### src/rtl/uart_cmd_bridge_if.sv
// Byte-FIFO and register-bus bundle for uart_cmd_bridge.
// master: the bridge side; slave: FIFOs plus register file side.
interface uart_cmd_bridge_if #(
  parameter int ADDR_W = 8
);
  logic              rx_empty;
  logic              rx_rd_en;
  logic [7:0]        rx_rd_data;
  logic              tx_full;
  logic              tx_wr_en;
  logic [7:0]        tx_wr_data;
  logic [ADDR_W-1:0] reg_addr;
  logic              reg_wr_en;
  logic [7:0]        reg_wr_data;
  logic              reg_rd_en;
  logic [7:0]        reg_rd_data;
  logic              busy;
  logic              err;

  modport master (
    input  rx_empty, rx_rd_data, tx_full, reg_rd_data,
    output rx_rd_en, tx_wr_en, tx_wr_data, reg_addr, reg_wr_en,
           reg_wr_data, reg_rd_en, busy, err
  );

  modport slave (
    output rx_empty, rx_rd_data, tx_full, reg_rd_data,
    input  rx_rd_en, tx_wr_en, tx_wr_data, reg_addr, reg_wr_en,
           reg_wr_data, reg_rd_en, busy, err
  );
endinterface

### src/rtl/uart_cmd_bridge.sv
// UART command bridge: pops 'W'/'R' frames from the RX FIFO, drives
// register read/write strobes and pushes one reply byte per frame.
// Optional trailing XOR checksum byte: define UART_BRIDGE_CSUM_EN.
module uart_cmd_bridge #(
  parameter int ADDR_W         = 8,
  parameter int TIMEOUT_CYCLES = 100000
) (
  input  logic              clk,
  input  logic              rst,
  uart_cmd_bridge_if.master bus
);
  localparam int               CNT_W    = (TIMEOUT_CYCLES > 2) ? $clog2(TIMEOUT_CYCLES) : 1;
  localparam logic [CNT_W-1:0] CNT_MAX  = CNT_W'(TIMEOUT_CYCLES - 1);
  localparam logic [7:0]       CMD_W    = 8'h57;
  localparam logic [7:0]       CMD_R    = 8'h52;
  localparam logic [7:0]       RSP_OK   = 8'h4B;
  localparam logic [7:0]       RSP_BAD  = 8'h3F;
`ifdef UART_BRIDGE_CSUM_EN
  localparam logic [7:0]       RSP_CSUM = 8'h45;
`endif

  typedef enum logic [3:0] {
    IDLE, WAIT_CMD, DECODE, GET_ADDR, WAIT_ADDR, GET_DATA, WAIT_DATA,
`ifdef UART_BRIDGE_CSUM_EN
    GET_CSUM, WAIT_CSUM,
`endif
    REG_WR, REG_RD, RD_WAIT, SEND
  } state_t;

  state_t            r_state;
  state_t            w_wait_state;
  logic [CNT_W-1:0]  r_cnt;
  logic [7:0]        r_cmd;
`ifdef UART_BRIDGE_CSUM_EN
  logic [7:0]        r_csum;
`endif
  logic              r_rx_rd_en;
  logic              r_tx_wr_en;
  logic [7:0]        r_tx_wr_data;
  logic [ADDR_W-1:0] r_addr;
  logic              r_reg_wr_en;
  logic [7:0]        r_reg_wr_data;
  logic              r_reg_rd_en;
  logic              r_err;

  assign bus.rx_rd_en    = r_rx_rd_en;
  assign bus.tx_wr_en    = r_tx_wr_en;
  assign bus.tx_wr_data  = r_tx_wr_data;
  assign bus.reg_addr    = r_addr;
  assign bus.reg_wr_en   = r_reg_wr_en;
  assign bus.reg_wr_data = r_reg_wr_data;
  assign bus.reg_rd_en   = r_reg_rd_en;
  assign bus.err         = r_err;
  assign bus.busy        = (r_state != IDLE);

  // Wait state that follows each byte-fetch state.
  always_comb begin
    w_wait_state = WAIT_CMD;
    case (r_state)
      GET_ADDR: w_wait_state = WAIT_ADDR;
      GET_DATA: w_wait_state = WAIT_DATA;
`ifdef UART_BRIDGE_CSUM_EN
      GET_CSUM: w_wait_state = WAIT_CSUM;
`endif
      default:  w_wait_state = WAIT_CMD;
    endcase
  end

  // Frame FSM with registered strobes. WAIT_* spans two cycles: the pop
  // cycle (r_rx_rd_en high) and the cycle in which FIFO data is valid.
  always_ff @(posedge clk) begin
    if (!rst) begin
      r_state       <= IDLE;
      r_cnt         <= '0;
      r_cmd         <= '0;
`ifdef UART_BRIDGE_CSUM_EN
      r_csum        <= '0;
`endif
      r_rx_rd_en    <= 1'b0;
      r_tx_wr_en    <= 1'b0;
      r_tx_wr_data  <= '0;
      r_addr        <= '0;
      r_reg_wr_en   <= 1'b0;
      r_reg_wr_data <= '0;
      r_reg_rd_en   <= 1'b0;
      r_err         <= 1'b0;
    end else begin
      r_rx_rd_en  <= 1'b0;
      r_tx_wr_en  <= 1'b0;
      r_reg_wr_en <= 1'b0;
      r_reg_rd_en <= 1'b0;
      r_err       <= 1'b0;
      case (r_state)
        IDLE: begin
          if (!bus.rx_empty) begin
            r_rx_rd_en <= 1'b1;
            r_state    <= WAIT_CMD;
          end
        end
        WAIT_CMD: begin
          if (!r_rx_rd_en) begin
            r_cmd   <= bus.rx_rd_data;
            r_state <= DECODE;
          end
        end
        DECODE: begin
          if (r_cmd == CMD_W || r_cmd == CMD_R) begin
            r_cnt   <= '0;
`ifdef UART_BRIDGE_CSUM_EN
            r_csum  <= r_cmd;
`endif
            r_state <= GET_ADDR;
          end else begin
            r_err        <= 1'b1;
            r_tx_wr_data <= RSP_BAD;
            r_tx_wr_en   <= !bus.tx_full;
            r_state      <= SEND;
          end
        end
`ifdef UART_BRIDGE_CSUM_EN
        GET_ADDR, GET_DATA, GET_CSUM: begin
`else
        GET_ADDR, GET_DATA: begin
`endif
          if (!bus.rx_empty) begin
            r_rx_rd_en <= 1'b1;
            r_state    <= w_wait_state;
          end else if (r_cnt == CNT_MAX) begin
            r_err   <= 1'b1;
            r_cnt   <= '0;
            r_state <= IDLE;
          end else begin
            r_cnt <= r_cnt + 1'b1;
          end
        end
        WAIT_ADDR: begin
          if (!r_rx_rd_en) begin
            r_addr <= bus.rx_rd_data[ADDR_W-1:0];
            r_cnt  <= '0;
`ifdef UART_BRIDGE_CSUM_EN
            r_csum <= r_csum ^ bus.rx_rd_data;
            r_state <= (r_cmd == CMD_W) ? GET_DATA : GET_CSUM;
`else
            if (r_cmd == CMD_W) begin
              r_state <= GET_DATA;
            end else begin
              r_reg_rd_en <= 1'b1;
              r_state     <= REG_RD;
            end
`endif
          end
        end
        WAIT_DATA: begin
          if (!r_rx_rd_en) begin
            r_reg_wr_data <= bus.rx_rd_data;
            r_cnt         <= '0;
`ifdef UART_BRIDGE_CSUM_EN
            r_csum        <= r_csum ^ bus.rx_rd_data;
            r_state       <= GET_CSUM;
`else
            r_reg_wr_en   <= 1'b1;
            r_state       <= REG_WR;
`endif
          end
        end
`ifdef UART_BRIDGE_CSUM_EN
        WAIT_CSUM: begin
          if (!r_rx_rd_en) begin
            r_cnt <= '0;
            if (bus.rx_rd_data != r_csum) begin
              r_err        <= 1'b1;
              r_tx_wr_data <= RSP_CSUM;
              r_tx_wr_en   <= !bus.tx_full;
              r_state      <= SEND;
            end else if (r_cmd == CMD_W) begin
              r_reg_wr_en <= 1'b1;
              r_state     <= REG_WR;
            end else begin
              r_reg_rd_en <= 1'b1;
              r_state     <= REG_RD;
            end
          end
        end
`endif
        REG_WR: begin
          r_tx_wr_data <= RSP_OK;
          r_tx_wr_en   <= !bus.tx_full;
          r_state      <= SEND;
        end
        REG_RD: begin
          r_state <= RD_WAIT;
        end
        RD_WAIT: begin
          r_tx_wr_data <= bus.reg_rd_data;
          r_tx_wr_en   <= !bus.tx_full;
          r_state      <= SEND;
        end
        SEND: begin
          // Push is granted on entry when the FIFO has room; otherwise wait.
          if (r_tx_wr_en) begin
            r_state <= IDLE;
          end else if (!bus.tx_full) begin
            r_tx_wr_en <= 1'b1;
          end
        end
        default: r_state <= IDLE;
      endcase
    end
  end
endmodule

### src/flat_wrapper.sv
// flat-port wrapper written by rule: the top's interface ports become plain ports
module uart_cmd_bridge_flat 
#(
  parameter int ADDR_W         = 8,
  parameter int TIMEOUT_CYCLES = 100000
)
  (clk, rst, bus_rx_empty, bus_rx_rd_data, bus_tx_full, bus_reg_rd_data, bus_rx_rd_en, bus_tx_wr_en, bus_tx_wr_data, bus_reg_addr, bus_reg_wr_en, bus_reg_wr_data, bus_reg_rd_en, bus_busy, bus_err);
  uart_cmd_bridge_if #(.ADDR_W(ADDR_W)) bus_i ();
  input  logic clk;
  input  logic rst;
  input wire logic [$bits(bus_i.rx_empty)-1:0] bus_rx_empty;
  input wire logic [$bits(bus_i.rx_rd_data)-1:0] bus_rx_rd_data;
  input wire logic [$bits(bus_i.tx_full)-1:0] bus_tx_full;
  input wire logic [$bits(bus_i.reg_rd_data)-1:0] bus_reg_rd_data;
  output wire logic [$bits(bus_i.rx_rd_en)-1:0] bus_rx_rd_en;
  output wire logic [$bits(bus_i.tx_wr_en)-1:0] bus_tx_wr_en;
  output wire logic [$bits(bus_i.tx_wr_data)-1:0] bus_tx_wr_data;
  output wire logic [$bits(bus_i.reg_addr)-1:0] bus_reg_addr;
  output wire logic [$bits(bus_i.reg_wr_en)-1:0] bus_reg_wr_en;
  output wire logic [$bits(bus_i.reg_wr_data)-1:0] bus_reg_wr_data;
  output wire logic [$bits(bus_i.reg_rd_en)-1:0] bus_reg_rd_en;
  output wire logic [$bits(bus_i.busy)-1:0] bus_busy;
  output wire logic [$bits(bus_i.err)-1:0] bus_err;
  assign bus_i.rx_empty = bus_rx_empty;
  assign bus_i.rx_rd_data = bus_rx_rd_data;
  assign bus_i.tx_full = bus_tx_full;
  assign bus_i.reg_rd_data = bus_reg_rd_data;
  assign bus_rx_rd_en = bus_i.rx_rd_en;
  assign bus_tx_wr_en = bus_i.tx_wr_en;
  assign bus_tx_wr_data = bus_i.tx_wr_data;
  assign bus_reg_addr = bus_i.reg_addr;
  assign bus_reg_wr_en = bus_i.reg_wr_en;
  assign bus_reg_wr_data = bus_i.reg_wr_data;
  assign bus_reg_rd_en = bus_i.reg_rd_en;
  assign bus_busy = bus_i.busy;
  assign bus_err = bus_i.err;
  uart_cmd_bridge #(.ADDR_W(ADDR_W), .TIMEOUT_CYCLES(TIMEOUT_CYCLES)) u_core (.clk(clk), .rst(rst), .bus(bus_i));
endmodule
### config.mk
export PLATFORM = sky130hd
export DESIGN_NAME = uart_cmd_bridge_flat
export DESIGN_NICKNAME = d
export VERILOG_FILES = /design/src/rtl/uart_cmd_bridge_if.sv /design/src/rtl/uart_cmd_bridge.sv /design/src/flat_wrapper.sv
export SDC_FILE = /design/constraint.sdc
export NUM_CORES = 1
export LEC_CHECK = 0
export BUFFER_PORTS_ARGS = -buffer_cell sky130_fd_sc_hd__buf_2
export CAP_MARGIN = 20
export CORE_ASPECT_RATIO = 1.2
export CORE_UTILIZATION = 45
export DETAILED_ROUTE_END_ITERATION = 8
export PLACE_DENSITY = 0.64
export SYNTH_ARGS = -nofsm -noshare
export SYNTH_HDL_FRONTEND = slang
export SYNTH_SLANG_ARGS = --single-unit
export TNS_END_PERCENT = 30
### constraint.sdc
create_clock -name clk -period 2.85 [get_ports clk]
set_clock_uncertainty 0.2 [all_clocks]
set_input_delay 0.57 -clock clk [delete_from_list [all_inputs] [get_ports clk]]
set_output_delay 0.57 -clock clk [all_outputs]
set_load 0.03 [all_outputs]
== After elaboration in Yosys (flattened, before gate mapping) ==
Cells that the tools add are included.
Storage, ports and cells
  register bits: 58
  word-level logic and storage cells: 86
  input port bits: 20
  ROM bits: 0
  bits in writable memories: 0
  memories: 0
  bits in latches: 0
Operators by class
  shift-type cells: 0
  div/mod/pow operators: 0
  $lt $le $gt $ge: 0
  equal/unequal tests: 23
  $mul: 0
  reductions and logical operators: 19
  multiplexer cells: 29
  add/sub/neg operators: 1
  bitwise operators: 3
Operator list (count)
  2-to-1 mux 17 bit: 4
  one-hot mux 17 bit (3 select lines): 1
  2-to-1 mux 4 bit: 9
  one-hot mux 4 bit (9 select lines): 1
  one-hot mux 8 bit (3 select lines): 1
  adder 17 x 1 -> 17 bit (second input constant): 1
  == test 17 bit (second input constant): 1
  == test 4 x 3 -> 1 bit (second input constant): 4
  == test 8 x 7 -> 1 bit (second input constant): 2
  != test 2 bit (second input constant): 7
  == test 4 bit (second input constant): 3
  AND reduction 2 bit: 6
  2-to-1 mux 1 bit: 9
  == test 4 x 2 -> 1 bit (second input constant): 2
  2-to-1 mux 8 bit: 1
  one-hot mux 3 bit (2 select lines): 1
  AND reduction 6 bit: 1
  nonzero test 3 bit: 2
  OR reduction 2 bit: 3
  OR reduction 3 bit: 2
  == test 4 x 1 -> 1 bit (second input constant): 1
  zero test 4 bit: 1
  != test 2 x 1 -> 1 bit (second input constant): 2
  AND reduction 4 bit: 1
  other kinds (7): 9

== Longest topological paths before layout ==
Gate-level depths: netlist (run 1).
  depth in word-level cells: 4
  gate-level depth with buffers: 7
  depth with buffers taken out: 6

== Least setup slack after synthesis (run 1) ==
No wires, ideal clock.
  path kind: register to register
  start point: reg u_core.r_cnt[0]
  end point: reg u_core.r_cnt[13]
  buffers on the path: 1
  cell stages (with the launch flop): 8
  slack: 833 ps
  data arrival time: 1700 ps
  period minus slack after synthesis: 2017 ps
  cells stage by stage: dfxtp_1 -> ha_1 -> and4_1 -> nand4_1 -> nand2_1 -> clkbuf_1 -> o21ai_0 -> a32o_1
On the way
  word-level cells in the longest chain between the ends: 4
  elaborated cells between the ends (all ways): 5
Ends and longest elaborated chain
  start: declaration: RTL line uart_cmd_bridge.sv:32  | logic [CNT_W-1:0] r_cnt;
  start signal: assignment: RTL line uart_cmd_bridge.sv:133  | r_cnt <= r_cnt + 1'b1;
  adder 17 x 1 -> 17 bit / == test 17 bit (equally long branches): RTL line uart_cmd_bridge.sv:133, uart_cmd_bridge.sv:128
  2-to-1 mux 17 bit (*): RTL line uart_cmd_bridge.sv:128  | end else if (r_cnt == CNT_MAX) begin
  2-to-1 mux 17 bit (*): RTL line uart_cmd_bridge.sv:125  | if (!bus.rx_empty) begin
  one-hot mux 17 bit (3 select lines) (*): RTL line uart_cmd_bridge.sv:93  | case (r_state)
Every way passes the cells marked *; elsewhere a longest branch is shown, timed or not. The select of a mux whose other input is x is not followed.
A chain may end at the register's enable or synchronous reset.

== Worst setup path after layout (run 1) ==
  start point: reg u_core.r_state[1]
  end point: reg u_core.r_cnt[14]
On the way
  word-level cells in the longest chain between the ends: 4
  elaborated cells between the ends (all ways): 13
Ends and longest elaborated chain
  start: declaration: RTL line uart_cmd_bridge.sv:30  | state_t r_state;
  start signal: assignment: RTL line uart_cmd_bridge.sv:127  | r_state <= w_wait_state;
  == test 4 x 2 -> 1 bit / == test 4 x 3 -> 1 bit (equally long branches): RTL line uart_cmd_bridge.sv:93
  OR reduction 2 bit, on equally long branches
  != test 2 bit (no line) / nonzero test 3 bit (equally long branches)
  AND reduction 4 bit (no line)
Parallel ways exist; a longest one is shown, timed or not.

==> key figures, run 1 <==
Yosys
  – Top cell type's share of synthesized area: 42.4%
  – Yosys cell types: 51
  – Register area share after synthesis: 42.4%
  – Syn Std Cell Area: 2740 um2
  – Synth Flop Type: dfxtp_1
  – Ys async rst share: 0%
  – Syn Inst Count: 316
  – Cell accounting for the most synthesized area: dfxtp_1
  – YS warnings: 0
  – Seq cells post-synth: 58
  – Post-synth EDFFs: 0
  – Synth Net Count: 337
  – Synth top area cells: dfxtp_1, mux2i_1, nor2_1
  – Syn avg cell area: 8.66 um2

Global routing
  – Total track usage: 21.1%
  – Vias in the first global route: 2292
  – Largest net degree at the start of global routing: 28
  – Antenna violations before repair: 0
  – GRT overflow: 0
  – Global-route wire length before repair: 10300 um

Drt
  – Routed length on met1: 2780 um
  – Post-DR vias/cell: 5.39
  – Initial drt markers: 120
  – Met2 Routed Length: 3130 um
  – Routed wire length per instance: 13.8 um
  – Highest routed layer: met4
  – Met3 Routed Length: 240 um
  – Post-route ant nets: 0
  – Routed WL: 6200 um
  – Drt drc: 0
  – First-pass iteration count of the detailed router: 4
  – DR vias: 2430

STA
  – Max-slew violation count: 0
  – Setup-failing EPs final: 0
  – Period utilization: 92.4%
  – Slew Limit Headroom: 41.9%
  – RSZ-0062 raised after global routing: no
  – TNS Setup: 0 ps
  – Least-Margin Pin Slew: 865 ps
  – Tmin final: 2630 ps
  – Hold WS: 191 ps
  – Final Hold Fails: 0
  – Top achievable clock speed: 380 MHz

Clock tree
  – H-tree depth: 3
  – Reg clk slew, reported paths: 70 ps
  – Post-CTS Hold Buffers: 0
  – Root Driver: clkbuf_8
  – CTS tree: done
  – Clock sinks: 58
  – Max clock buf depth: 2
  – Setup Buffers After CTS: 0
  – Cts bufs inserted: 9
  – Cts repair resizes: 0
  – Worst skew pair latency: 330 ps

Critical path
  – Slowest CP cell: nor3_1
  – Crit-path leading delay family: simple AND/OR/NAND/NOR gates
  – Critical Path Source Type: flip-flop
  – Crit-path max FO: 14
  – Critical Path RT: 2870 ps
  – Crit path cell chain: nor2_1, a211o_1, nor3_1, o21ai_0, a32o_1
  – Crit end category: flip-flop
  – Worst Path Arrival: 2650 ps
  – WS Path Type: reg2reg
  – Worst path max stage delay: 710 ps
  – Worst path bufs/invs: 0

Placement
  – Post-Place Cell Area: 3070 um2
  – Count of buffers from port buffering: 49
  – DP Cell Count: 435
  – Final RePlAce weighted congestion: 0.867
  – DP Wirelength: 4300 um

Floorplanning
  – Placeable Area: 5740 um2
  – # rows: 30
  – # IOs: 50
  – Starting Density: 47.7%
  – Die W: 73.2 um
  – Die Y: 87.4 um
  – Die ar.: 6400 um2

Power
  – Peak supply drop: 0.372 mV
  – Total Power: 2.68 mW
  – Pleak: 1.42 nW
  – Cell Pwr Density: 810 nW/um2

Layout
  – Area growth from synthesis to layout: 20.7%
  – Finished Layout Cells: 451
  – Fin nets: 387
  – ANT cells: 0
  – Share of cells above drive strength 1: 22.4%
  – Design area: 3310 um2

Status
  – Outcome: finished clean

Job
  – Max Cap Viol: 0

Worst hold path
  – HP Class: in2reg
==> layer usage <==
metal | global-route usage (%) | vias up
li1 | - | 1242
met1 | 25.1 | 1134
met2 | 35.2 | 50
met3 | 3.82 | 4
met4 | 11.9 | 0
met5 | 0 | -
==> report_power, final <==
part / total (mW) / leakage, nW / switching, mW / internal [mW]
sequential: 0.976 / 0.469 / 0.0743 / 0.901
clock: 0.887 / 0.119 / 0.324 / 0.563
combinational: 0.814 / 0.829 / 0.499 / 0.314
total: 2.68 / 1.42 / 0.898 / 1.78
==> registers in the layout, summed over array words and instances (netlist names) <==
name and flops:
u_core.r_cnt 17, u_core.bus.reg_addr 8, u_core.bus.reg_wr_data 8, u_core.bus.tx_wr_data 8, u_core.r_cmd 8, u_core.r_state 4
u_core.bus.err 1, u_core.bus.reg_rd_en 1, u_core.bus.reg_wr_en 1, u_core.bus.rx_rd_en 1, u_core.bus.tx_wr_en 1
==> cell families (layout without fill, tap and decap cells) <==
logic type                 Yosys count  in the layout  share of synthesized area [%]
and+or+nand+nor                    143            143                           27.2
DFF                                 58             58                           42.4
AOI/OAI and AO/OA                   63             63                           16.0
muxes                               27             27                           9.87
xor gates and xnor gates             2              2                          0.640
buffers and inverters               22             77                           3.43
adders and majority gates            1              1                          0.457
==> area by class of cell <==
cell class              count  area [um2]
clock inverters             4        72.6
flip-flops and latches     58        1160
inverters                   3        11.3
multi-input cells         236        1480
repair buffers             58         313
clock buffers              12         165
fillers                   527        2440
well taps                  80         100
==> Yosys cell counts (3+ instances only) <==
cell type and n:
nand3_1 8, nor2b_1 4, o22ai_1 5, nand4_1 5, nand2_1 29, and4_1 4, nand2b_1 6, a21boi_0 3
dfxtp_1 58, o21ai_0 12, a32o_1 4, o21a_1 5, and2_1 6, clkbuf_1 12, buf_2 3, nor3b_1 6
a21oi_1 15, o2bb2ai_1 3, o221a_2 3, mux2i_1 27, nor2_1 40, nor3_1 11, or3_1 9
==> final timing paths <==
check / start / to / slack [ps] / cells after the start
worst max register to register: u_core.r_state[1] / u_core.r_cnt[14] / 220 / 5
worst max-delay path: u_core.r_state[1] / u_core.r_cnt[14] / 220 / 5
worst min-delay path: bus_tx_full / u_core.bus.tx_wr_en / 190 / 2
worst min register to register: u_core.bus.tx_wr_data[6] / u_core.bus.tx_wr_data[6] / 250 / 2
==> stage by stage <==
stage | utilization [%] | worst slack (ps)
floorplan | - | 833
global placement | 53.4 | 297
detailed placement | 53.4 | 247
CTS | 57.6 | 232
global route | 57.6 | 3.25
finish | 57.6 | 217
==> cell usage in the layout, fill, tap and decap left out, types with 4 or more instances in the layout <==
cell type  count
nor3b_1        6
o22ai_1        5
nand3_1        8
nor3_1        11
o21ai_0       12
dfxtp_1       58
nand4_1        5
a21oi_1       15
buf_4          9
or3_1          9
nand2_1       29
nor2_1        40
a32o_1         4
nor2b_1        4
o21a_1         5
mux2i_1       27
nand2b_1       6
and4_1         4
clkbuf_8      12
and2_1         6
buf_2         49
No activity file was read; power rests on OpenSTA's default activity.
==> run 2, diff against run 1 <==
--- a/config.mk
+++ b/config.mk
@@ -11,6 +11,7 @@
 export CORE_UTILIZATION = 45
 export DETAILED_ROUTE_END_ITERATION = 8
 export PLACE_DENSITY = 0.64
+export SLEW_MARGIN = 20
 export SYNTH_ARGS = -nofsm -noshare
 export SYNTH_HDL_FRONTEND = slang
 export SYNTH_SLANG_ARGS = --single-unit
==> constraint.sdc (replaced) <==
create_clock -name clk -period 2.85 [get_ports clk]
set_clock_uncertainty 0.2 [all_clocks]
set_input_delay 0.57 -clock clk [delete_from_list [all_inputs] [get_ports clk]]
set_output_delay 0.57 -clock clk [all_outputs]
set_load 0.1 [all_outputs]
==> run 2 against run 1 <==
  * Combinational power rose by 40%
  * Via count rose by 0.74%
  * Critical path depth fell by 1
  * Global-route usage rose by 0.32 points
  * Sequential share of layout area rose by 0.73 points
  * Die area did not move
  * Design area fell by 2.0%
  * Sequential cell count did not move
  * Largest cell class unchanged
  * Largest power group is now combinational logic
==> key figures, run 2 (synthesized netlist as in run 1, its figures left out) <==
STA
  – Tmin final: 2650 ps (was 2630 ps)
  – RSZ-0062 raised after global routing: no (unchanged)
  – Period utilization: 92.8% (was 92.4%)
  – Least-Margin Pin Slew: 650 ps (was 865 ps)
  – Top achievable clock speed: 378 MHz (was 380 MHz)
  – TNS Setup: 0 ps (unchanged)
  – Setup-failing EPs final: 0 (unchanged)
  – Max-slew violation count: 0 (unchanged)
  – Slew Limit Headroom: 56.4% (was 41.9%)
  – Final Hold Fails: 0 (unchanged)

Critical path
  – Crit path cell chain: nor2_1, inv_1, or3_1, buf_2 (was nor2_1, a211o_1, nor3_1, o21ai_0, a32o_1)
  – Critical Path RT: 2080 ps (was 2870 ps)
  – Crit-path max FO: 15 (was 14)
  – Worst path max stage delay: 460 ps (was 710 ps)
  – Crit end category: output port (was flip-flop)
  – Register-to-Register Path Depth: 5 (unchanged)
  – Worst Path Arrival: 1880 ps (was 2650 ps)
  – Critical Path Source Type: flip-flop (unchanged)
  – Slowest CP cell: dfxtp_1 (was nor3_1)
  – WS Path Type: reg2out (was reg2reg)

Power
  – Cell Pwr Density: 865 nW/um2 (was 810 nW/um2)
  – Pleak: 1.39 nW (was 1.42 nW)
  – Peak supply drop: 0.428 mV (was 0.372 mV)

Clock tree
  – Clock sinks: 58 (unchanged)
  – Cts bufs inserted: 9 (unchanged)
  – Reg clk slew, reported paths: 60 ps (was 70 ps)
  – Max clock buf depth: 2 (unchanged)
  – H-tree depth: 3 (unchanged)
  – Worst skew pair latency: 330 ps (about the same)
  – Post-CTS Hold Buffers: 0 (unchanged)
  – Root Driver: clkbuf_8 (unchanged)
  – CTS tree: done (unchanged)

Floorplanning
  – Die W: 73.2 um (unchanged)
  – # rows: 30 (unchanged)
  – Starting Density: 47.7% (unchanged)
  – Die Y: 87.4 um (unchanged)
  – Placeable Area: 5740 um2 (unchanged)
  – # IOs: 50 (unchanged)
  – Die ar.: 6400 um2 (unchanged)

Placement
  – Count of buffers from port buffering: 49 (unchanged)
  – DP Wirelength: 4400 um (was 4300 um)
  – Final RePlAce weighted congestion: 0.930 (was 0.867)

Drt
  – Drt drc: 0 (unchanged)
  – DR vias: 2448 (was 2430)
  – Initial drt markers: 92 (was 120)
  – Routed WL: 6300 um (was 6200 um)
  – Routed wire length per instance: 14.1 um (was 13.8 um)
  – Post-DR vias/cell: 5.46 (was 5.39)
  – Post-route ant nets: 0 (unchanged)
  – First-pass iteration count of the detailed router: 4 (unchanged)

Global routing
  – GRT overflow: 0 (unchanged)
  – Largest net degree at the start of global routing: 28 (unchanged)
  – Vias in the first global route: 2284 (was 2292)
  – Total track usage: 21.4% (was 21.1%)
  – Global-route wire length before repair: 10400 um (was 10300 um)
  – Antenna violations before repair: 0 (unchanged)

Worst hold path
  – Hold path cells: 2 (unchanged)
  – HP Class: in2reg (unchanged)

Layout
  – Most common cell after layout, fill and taps aside: dfxtp_1 (unchanged)
  – Reg with most FFs: u_core.r_cnt (unchanged)
  – Share of cells above drive strength 1: 21.7% (was 22.4%)
  – Fill cells: 552 (was 527)
  – Final core utilization: 56.4% (was 57.6%)
  – ANT cells: 0 (unchanged)
  – Fin nets: 386 (was 387)
  – Area growth from synthesis to layout: 18.3% (was 20.7%)
  – Max reg flops: 17 (unchanged)
  – Highest-count cells in the layout ignoring fill and taps: dfxtp_1, buf_2, nor2_1 (unchanged)

Job
  – Max Cap Viol: 0 (unchanged)

Status
  – Outcome: finished clean (unchanged)
run 2: changes by cell type in the layout (fill, tap and decap cells not counted):
| cell | change |
|---|---|
| nor3_2 | +1 |
| clkinv_2 | +2 |
| nor3_1 | -1 |
| buf_4 | -1 |
| clkbuf_8 | -3 |
| clkbuf_1 | +1 |
| bufinv_16 | -1 |
| clkinvlp_4 | -1 |
run 2: power breakdown:
group / switching (mW) / internal (mW)
Sequential: 0.0572 / 0.902
Clock: 0.307 / 0.389
Combinational: 0.830 / 0.314
run 2: per-layer routing:
layer  global-route usage, %  vias to the layer above  wire (um)
met3                    5.32                        2        271
li1                        -                     1239          -
met5                       0                        -          0
met2                    36.1                       54       3100
met1                    25.7                     1153       2880
met4                    8.56                        0         47
run 2: worst max-delay path: cells and delay by family, from the launching register on:
family | cells | cell delay, ps
AND/OR/NAND/NOR | 2 | 650
flip-flops | 1 | 460
buffers and inverters | 2 | 440
run 2: repair_timing:
item                                    in CTS  in global routing
resized for setup                            0                  1
endpoints found under the setup margin       0                  6
setup buffers                                0                  0
run 2: worst paths after layout:
check,startpoint,slack [ps],end
worst max-delay path,u_core.r_state[2],200,bus_busy
worst min-delay path,bus_tx_full,200,u_core.bus.tx_wr_en
worst max register to register,u_core.r_state[2],230,u_core.r_cnt[0]
worst min register to register,u_core.bus.tx_wr_data[7],250,u_core.bus.tx_wr_data[7]
run 2: per-stage QoR:
stage	power, mW	instance area [um2]	cells	hold WS, ps	setup slack (ps)
2_1_floorplan	1.91	2740	316	252	498
3_3_place_gp	2.11	3060	434	238	305
3_5_place_dp	2.11	3060	434	248	248
4_1_cts	2.82	3230	448	184	203
5_1_grt	2.94	3240	448	185	51.0
6_report	2.80	3240	448	197	205
run 2: layout make-up:
cell class / count / area, um2 / share of cell area, %
Timing Repair Buffer: 57 / 305 / 9.43
Clock buffer: 10 / 128 / 3.94
Sequential cell: 58 / 1160 / 35.9
Tap cell: 80 / 100 / 3.09
Clock inverter: 4 / 45.0 / 1.39
Inverter: 3 / 11.3 / 0.348
Multi-Input combinational cell: 236 / 1490 / 45.9
==> run 3, diff against run 2 <==
==> constraint.sdc (replaced) <==
create_clock -name clk -period 2.9 [get_ports clk]
set_clock_uncertainty 0.2 [all_clocks]
set_input_delay 0.58 -clock clk [delete_from_list [all_inputs] [get_ports clk]]
set_output_delay 0.58 -clock clk [all_outputs]
set_load 0.1 [all_outputs]
==> run 3 against run 2 <==
  * Hold slack better by 15 ps
  * Clock power up 5.0%
  * Sequential power up 0.5%
  * Largest power group unchanged
==> key figures, run 3 (synthesized netlist as in run 1, its figures left out) <==
Floorplanning
  – # IOs: 50 (unchanged)
  – # rows: 30 (unchanged)
  – Placeable Area: 5740 um2 (unchanged)
  – Starting Density: 47.7% (unchanged)
  – Die Y: 87.4 um (unchanged)
  – Die ar.: 6400 um2 (unchanged)
  – Die W: 73.2 um (unchanged)

Layout
  – Most common cell after layout, fill and taps aside: dfxtp_1 (unchanged)
  – Final core utilization: 56.8% (was 56.4%)
  – Reg with most FFs: u_core.r_cnt (unchanged)
  – Finished Layout Cells: 450 (was 448)
  – Highest-count cells in the layout ignoring fill and taps: dfxtp_1, buf_2, nor2_1 (unchanged)
  – Max reg flops: 17 (unchanged)
  – Fin nets: 386 (unchanged)
  – ANT cells: 0 (unchanged)
  – Design area: 3260 um2 (was 3240 um2)
  – Area growth from synthesis to layout: 19.1% (was 18.3%)
  – Share of cells above drive strength 1: 21.9% (was 21.7%)

Drt
  – Routed WL: 6360 um (was 6300 um)
  – First-pass iteration count of the detailed router: 4 (unchanged)
  – Drt drc: 0 (unchanged)
  – Routed wire length per instance: 14.1 um (about the same)
  – Initial drt markers: 113 (was 92)
  – DR vias: 2456 (was 2448)
  – Post-route ant nets: 0 (unchanged)
  – Post-DR vias/cell: 5.46 (about the same)

Global routing
  – Total track usage: 21.8% (was 21.4%)
  – Largest net degree at the start of global routing: 28 (unchanged)
  – GRT overflow: 0 (unchanged)
  – Vias in the first global route: 2327 (was 2284)
  – Global-route wire length before repair: 10600 um (was 10400 um)
  – Antenna violations before repair: 0 (unchanged)

Clock tree
  – Post-CTS Hold Buffers: 0 (unchanged)
  – Setup Buffers After CTS: 0 (unchanged)
  – Worst skew pair latency: 330 ps (about the same)
  – Cts bufs inserted: 9 (unchanged)
  – Cts repair resizes: 0 (unchanged)
  – Reg clk slew, reported paths: 70 ps (was 60 ps)
  – Max clock buf depth: 2 (unchanged)
  – H-tree depth: 3 (unchanged)
  – Root Driver: clkbuf_8 (unchanged)
  – Clock sinks: 58 (unchanged)
  – CTS tree: done (unchanged)

STA
  – Setup-failing EPs final: 0 (unchanged)
  – RSZ-0062 raised after global routing: no (unchanged)
  – Least-Margin Pin Slew: 590 ps (was 650 ps)
  – Period utilization: 92.5%
  – Max-slew violation count: 0 (unchanged)
  – Top achievable clock speed: 373 MHz
  – Slew Limit Headroom: 60.6% (was 56.4%)
  – Final Hold Fails: 0 (unchanged)
  – TNS Setup: 0 ps (unchanged)
  – Tmin final: 2680 ps

Power
  – Pleak: 1.40 nW (was 1.39 nW)
  – Peak supply drop: 0.445 mV (was 0.428 mV)
  – Total Power: 2.80 mW (about the same)
  – Cell Pwr Density: 858 nW/um2 (was 865 nW/um2)

Critical path
  – Worst path max stage delay: 460 ps (about the same)
  – Crit-path leading delay family: simple AND/OR/NAND/NOR gates (unchanged)
  – Slowest CP cell: dfxtp_1 (unchanged)
  – Worst Path Arrival: 1900 ps (was 1880 ps)
  – Register-to-Register Path Depth: 6 (was 5)
  – Crit path from: u_core.r_state[2] (unchanged)
  – Crit path cell chain: nor2_1, inv_1, or3_1, buf_2 (unchanged)
  – Worst path bufs/invs: 2 (unchanged)
  – Worst setup path endpoint: bus_busy (unchanged)
  – Crit. path cell count: 4 (unchanged)
  – Crit-path max FO: 15 (unchanged)
  – Crit end category: output port (unchanged)
  – WS Path Type: reg2out (unchanged)
  – Worst r2r src: u_core.r_state[2] (unchanged)
  – Critical Path Source Type: flip-flop (unchanged)
  – Worst reg2reg endpoint: u_core.r_cnt[16] (was u_core.r_cnt[0])
  – R2R setup slack: 330 ps (was 230 ps)
  – Critical Path RT: 2120 ps (was 2080 ps)

Worst hold path
  – HP Class: in2reg (unchanged)

Placement
  – Post-Place Cell Area: 3060 um2 (unchanged)
  – Count of buffers from port buffering: 49 (unchanged)
  – DP Wirelength: 4490 um (was 4400 um)
  – Final RePlAce weighted congestion: 0.912 (was 0.930)
  – DP Cell Count: 434 (unchanged)

Job
  – Max Cap Viol: 0 (unchanged)

Status
  – Outcome: finished clean (unchanged)
## run 3: through the flow
stage,hold WS [ps],setup slack (ps)
global route,203,86.4
CTS,195,231
floorplan,252,538
global placement,238,421
finish,213,219
detailed placement,258,368
## run 3: area by class of cell
class / count / area (um2)
tap: 80 / 100
fill: 553 / 2480
clock inverter: 1 / 5.00
inverter: 3 / 11.3
clock buffer: 15 / 196
timing repair buffer: 57 / 305
multi-input combinational: 236 / 1480
sequential: 58 / 1160
## run 3: power breakdown
part / internal, mW / leakage (nW) / total [mW] / switching [mW]
Sequential: 0.886 / 0.469 / 0.964 / 0.0780
Combinational: 0.311 / 0.824 / 1.10 / 0.792
Clock: 0.426 / 0.106 / 0.732 / 0.305
## run 3: how the worst min path moves through the flow
| stage | from | to | slack [ps] | depth (start not counted) |
|---|---|---|---|---|
| after floorplan | u_core.r_cmd[6] | u_core.r_cmd[6] | 250 | 2 |
| final | bus_tx_full | u_core.bus.tx_wr_en | 210 | 2 |
| after CTS | bus_tx_full | u_core.bus.tx_wr_en | 200 | 2 |
| after global routing | bus_tx_full | u_core.bus.tx_wr_en | 200 | 2 |
| after detailed placement | u_core.bus.tx_wr_data[6] | u_core.bus.tx_wr_data[6] | 260 | 2 |
| after global placement | u_core.bus.tx_wr_data[7] | u_core.bus.tx_wr_data[7] | 240 | 2 |
## run 3: per-layer routing
layer	routed length (um)	GRT usage, %	vias up
li1	-	-	1238
met1	2790	24.8	1146
met2	3210	36.8	60
met3	246	7.18	12
met4	110	9.63	0
met5	0	0	-
